**config.mk**
```make
export PLATFORM = sky130hd
export DESIGN_NAME = ship_placer
export DESIGN_NICKNAME = d
export VERILOG_FILES = /design/src/rtl/ship_placer.sv
export SDC_FILE = /design/constraint.sdc
export NUM_CORES = 1
export LEC_CHECK = 0
export CAP_MARGIN = 30
export CORE_AREA = 5 5 97 99
export DETAILED_ROUTE_END_ITERATION = 8
export DIE_AREA = 0 0 102 104
export PLACE_DENSITY_LB_ADDON = 0.12
export REMOVE_ABC_BUFFERS = 1
export SYNTH_ARGS = -nofsm -noshare
export SYNTH_HDL_FRONTEND = slang
export SYNTH_SLANG_ARGS = --single-unit
```
**constraint.sdc**
```tcl
create_clock -name clk -period 5.3 [get_ports clk]
set_clock_uncertainty 0.15 [all_clocks]
set_input_delay 1.59 -clock clk [delete_from_list [all_inputs] [get_ports clk]]
set_output_delay 1.59 -clock clk [all_outputs]
set_load 0.02 [all_outputs]
```
**src/rtl/ship_placer.sv**
```systemverilog
// ============================================================================
// Module      : ship_placer
// Description : Battleship board writer. Places single-cell ships into an
//               occupancy map, serves combinational queries and sinks hits.
// Revision    : 1.0 - initial release
// ============================================================================
`default_nettype none

module ship_placer #(
    parameter int ROWS   = 4,
    parameter int COLS   = 4,
    parameter int NSHIPS = 4,
    parameter int RW     = 2,
    parameter int CW     = 2,
    parameter int NW     = 3
) (
    input  logic          clk,
    input  logic          nrst,
    input  logic [RW-1:0] rowsel,
    input  logic [CW-1:0] colsel,
    input  logic          btnplace,
    input  logic          btnclr,
    input  logic [RW-1:0] qrow,
    input  logic [CW-1:0] qcol,
    input  logic          hit,
    output logic          qship,
    output logic          ready,
    output logic          gameover,
    output logic [NW-1:0] shipcnt,
    output logic [NW-1:0] alive,
    output logic          errled
);

    localparam int            c_cells  = ROWS * COLS;
    localparam logic [NW-1:0] c_nships = NW'(NSHIPS);
    localparam logic [NW-1:0] c_one    = NW'(1);

    localparam logic [1:0] S_PLACE = 2'd0;
    localparam logic [1:0] S_ARMED = 2'd1;
    localparam logic [1:0] S_OVER  = 2'd2;

    logic [1:0]         r_state;
    logic [c_cells-1:0] r_map;
    logic [NW-1:0]      r_shipcnt;
    logic [NW-1:0]      r_alive;
    logic               r_ready;
    logic               r_gameover;
    logic               r_errled;

    logic r_place_s1, r_place_s2, r_place_prev;
    logic r_clr_s1, r_clr_s2, r_clr_prev;

    logic [c_cells-1:0] w_psel;
    logic [c_cells-1:0] w_qsel;
    logic               w_place_ev;
    logic               w_clr_ev;
    logic               w_pinrange;
    logic               w_pocc;
    logic               w_qhit;

    // One-hot cell decoders; an out-of-range address selects no cell at all.
    generate
        for (genvar r = 0; r < ROWS; r++) begin : g_row
            for (genvar c = 0; c < COLS; c++) begin : g_col
                assign w_psel[r*COLS+c] = (rowsel == RW'(r)) && (colsel == CW'(c));
                assign w_qsel[r*COLS+c] = (qrow == RW'(r)) && (qcol == CW'(c));
            end
        end
    endgenerate

    assign w_pinrange = |w_psel;
    assign w_pocc     = |(r_map & w_psel);
    assign w_qhit     = |(r_map & w_qsel);
    assign w_place_ev = r_place_s2 & ~r_place_prev;
    assign w_clr_ev   = r_clr_s2 & ~r_clr_prev;

    assign qship    = w_qhit;
    assign ready    = r_ready;
    assign gameover = r_gameover;
    assign shipcnt  = r_shipcnt;
    assign alive    = r_alive;
    assign errled   = r_errled;

    always_ff @(posedge clk or negedge nrst) begin
        if (!nrst) begin
            r_place_s1   <= 1'b0;
            r_place_s2   <= 1'b0;
            r_place_prev <= 1'b0;
            r_clr_s1     <= 1'b0;
            r_clr_s2     <= 1'b0;
            r_clr_prev   <= 1'b0;
        end else begin
            r_place_s1   <= btnplace;
            r_place_s2   <= r_place_s1;
            r_place_prev <= r_place_s2;
            r_clr_s1     <= btnclr;
            r_clr_s2     <= r_clr_s1;
            r_clr_prev   <= r_clr_s2;
        end
    end

    always_ff @(posedge clk or negedge nrst) begin
        if (!nrst) begin
            r_state    <= S_PLACE;
            r_map      <= '0;
            r_shipcnt  <= '0;
            r_alive    <= '0;
            r_ready    <= 1'b0;
            r_gameover <= 1'b0;
            r_errled   <= 1'b0;
        end else if (w_clr_ev) begin
            r_state    <= S_PLACE;
            r_map      <= '0;
            r_shipcnt  <= '0;
            r_alive    <= '0;
            r_ready    <= 1'b0;
            r_gameover <= 1'b0;
            r_errled   <= 1'b0;
        end else begin
            case (r_state)
                S_PLACE: begin
                    if (w_place_ev) begin
                        if (w_pinrange && !w_pocc) begin
                            r_map     <= r_map | w_psel;
                            r_shipcnt <= r_shipcnt + c_one;
                            r_errled  <= 1'b0;
                            if (r_shipcnt + c_one == c_nships) begin
                                r_state <= S_ARMED;
                                r_alive <= c_nships;
                                r_ready <= 1'b1;
                            end
                        end else begin
                            r_errled <= 1'b1;
                        end
                    end
                end
                S_ARMED: begin
                    // A shot on an already-sunk cell finds w_qhit low and counts nothing.
                    if (hit && w_qhit) begin
                        r_map <= r_map & ~w_qsel;
                        if (r_alive != '0) begin
                            r_alive <= r_alive - c_one;
                            if (r_alive == c_one) begin
                                r_state    <= S_OVER;
                                r_gameover <= 1'b1;
                                r_ready    <= 1'b0;
                            end
                        end
                    end
                end
                default: begin
                    r_state <= r_state;
                end
            endcase
        end
    end

endmodule

`default_nettype wire

```
==> results.txt, run 1 <==
Worst VDD drop: 0.152 mV
Slew Viols, Final: 0
Largest net degree at the start of global routing: 33
Port buffer count: 22
Htree depth: 2
Crit path to: qship
Antenna viol nets, final: 0
Core footprint: 8470 um2
Total routed wirelength: 6.18 mm
Leakage Power: 1.02 nW
Reg2reg start: r_map[2]$_DFFE_PN0P_
Startpoint types: input port
Clock sinks: 32
R2R Path End: r_map[11]$_DFFE_PN0P_
Post-layout minimum cycle time: 5060 ps
Status: finished, final reports clean
Synth Register Bits: 32
Setup Crit Path Kind: input port to output port
Sequential-to-total area share from yosys stat: 39.3%
Crit share post-route: 95.5%
Hold Path Class: flip-flop to flip-flop
Clk pin slew, worst setup/hold paths: 70 ps
R2R Setup Slk: 2790 ps
Worst reg-to-reg path cell count: 8
Final WS setup: 238 ps
Avg Inst Size Synth: 10.2 um2
Global routing's busiest layer: met2
Nets: 245
Number of CTS-inserted buffers: 5
1st-pass router iterations: 4
Sequential cell area: 801 um2
Number of cells on the worst hold path: 0
Unique cell type count in the Yosys netlist: 52
Worst-skew pair later-pin latency: 290 ps
Slew margin rel.: 48.3%
FMAX: 198 MHz
Post-detail-place hpwl: 4.47 mm
Critical path peak fanout: 9
Worst Setup End Kind: output port
Residual DRC: 0
Average via count per standard cell: 5.25
Setup violators final: 0
First-pass GRT wire length: 9.89 mm
Ys Warns: 0
Critical path origin: qrow[1]
Grt total ovfl: 0
Area Overhead vs Synth: 20.3%
Clock root buffer: clkbuf_8
RSZ-0062 raised after global routing: false
Total track usage: 12.1%
Area contributors post-synth: dfrtp_1, a31oi_1, ha_1
Post-synth top flop: dfrtp_1
Drt wl/cell: 18.4 um
Final core utilization: 29.0%
Die area: 10600 um2
Sum Neg Setup Slack: 0 ps
Floorplan row count: 34
Final Hold Fails: 0
Critical Path RT: 3560 ps
CP arrival: 3320 ps
EDFF count, synth: 0
DR iter-0 viols: 125
Via count: 1759
Num ports: 23
Fillers: 914
TritonCTS clock tree: yes
Cells after Synth: 199
Synthesized area: 2040 um2
CTS max path bufs: 2
Layout cells sized above 1: 15.0%
Commonest cells after routing, fill and taps aside: dfrtp_1, clkdlybuf4s50_1, a31oi_1
Most common cell after layout, fill and taps aside: dfrtp_1
Pre-CTS WS: -90.3 ps
# diodes: 0
Die X: 102 um
Met3 Usage GRT: 2.82%
Synth top area share: 39.3%
Initial Utilization: 24.1%
Area leader, netlist: dfrtp_1
Measured slew at the worst slew-check pin: 775 ps
Number of hold buffers added after CTS: 0
Initial antenna violation count: 0
Placer Congestion: 0.806
Setup bufs post-CTS: 0
Grt met1 use: 16.6%
Vias in the first global route: 1797
Die height: 104 um
Footprint of the multi-input gates: 1080 um2
Maxcap violations: 0
Met2 GRT Util: 18.6%
Pwr/cell area: 268 nW/um2
Ys async rst share: 100%
==> cells by family after synthesis <==
kind of cell / after synthesis / share of synthesized area [%]
buffers and inverters: 19 / 7.49
DFF: 32 / 39.3
muxes: 5 / 2.52
AOI/OAI and AO/OA: 62 / 22.8
adders and majority gates: 5 / 3.07
xor gates and xnor gates: 3 / 1.29
and+or+nand+nor: 73 / 23.5
==> worst min path at each step <==
stage	end	startpoint
6_report	r_place_s2$_DFF_PN0_	r_place_s1$_DFF_PN0_
5_1_grt	r_place_s2$_DFF_PN0_	r_place_s1$_DFF_PN0_
4_1_cts	r_place_s2$_DFF_PN0_	r_place_s1$_DFF_PN0_
3_5_place_dp	r_place_s2$_DFF_PN0_	r_place_s1$_DFF_PN0_
3_3_place_gp	r_clr_s2$_DFF_PN0_	r_clr_s1$_DFF_PN0_
2_1_floorplan	r_clr_s2$_DFF_PN0_	r_clr_s1$_DFF_PN0_
==> area by class of cell <==
cell class / instances / share of cell area (%)
multi-input combinational: 148 / 44.2
sequential: 32 / 32.7
timing repair buffer: 37 / 13.2
tap: 108 / 5.51
clock buffer: 7 / 3.93
inverter: 3 / 0.459
==> cells in the mapped netlist (4+ instances only) <==
library cell,n
nand2_1,6
nand2b_1,4
and2_1,5
buf_4,5
a21oi_1,8
nand3b_1,6
a31oi_1,16
nor2_1,12
and3_1,4
buf_6,5
a311oi_1,5
o21ai_0,6
a32o_1,4
ha_1,5
nand3_1,5
a41o_1,4
mux2i_1,4
dfrtp_1,32
a211oi_1,5
nor2b_1,7
==> per-stage QoR <==
| stage | cell area, um2 | hold slack [ps] | instances | power (mW) |
|---|---|---|---|---|
| after floorplan | 1900 | 181 | 183 | 0.367 |
| after global placement | 2360 | 182 | 328 | 0.455 |
| after detailed placement | 2360 | 185 | 328 | 0.452 |
| after CTS | 2450 | 200 | 335 | 0.662 |
| after global routing | 2450 | 207 | 335 | 0.694 |
| final | 2450 | 201 | 335 | 0.656 |
==> critical path, stage by stage <==
cell	delay, ps
clkdlybuf4s50_1	540
and4_1	250
o21ai_0	130
nor4bb_1	380
nand2_1	100
dlygate4sd2_1	330
==> per-layer routing <==
layer	share of wire, %	routed length, um	up-vias
met5	0	0	-
met4	1.1	70	0
met3	4.6	284	5
met2	45	2790	51
met1	49	3030	881
li1	-	-	822
==> timing repair <==
item | in CTS | in global routing
resized for setup | 3 | 0
endpoints found under the setup margin | 1 | 0
hold endpoints to repair | 0 | 0
==> report_power, final <==
| group | switching, mW | total [mW] | leakage [nW] | internal (mW) |
|---|---|---|---|---|
| logic | 0.0888 | 0.161 | 0.540 | 0.0721 |
| registers | 0.0227 | 0.286 | 0.427 | 0.263 |
| clock network | 0.0939 | 0.210 | 0.0503 | 0.116 |
==> flip-flops by register name (all words and copies together), names as in the netlist <==
name,flops
r_place_s1,1
r_place_s2,1
r_place_prev,1
errled,1
r_clr_prev,1
r_clr_s2,1
alive,3
shipcnt,3
r_map,16
gameover,1
r_state,2
r_clr_s1,1
(Power assumes the default switching activity.)
==> run 2: changes to the inputs <==
--- a/config.mk
+++ b/config.mk
@@ -5,6 +5,7 @@
 export SDC_FILE = /design/constraint.sdc
 export NUM_CORES = 1
 export LEC_CHECK = 0
+export ABC_CLOCK_PERIOD_IN_PS = 5300
 export CAP_MARGIN = 30
 export CORE_AREA = 5 5 97 99
 export DETAILED_ROUTE_END_ITERATION = 8
==> results of run 2 <==
No change in the layout: final DEF, timing and power equal those of run 1.
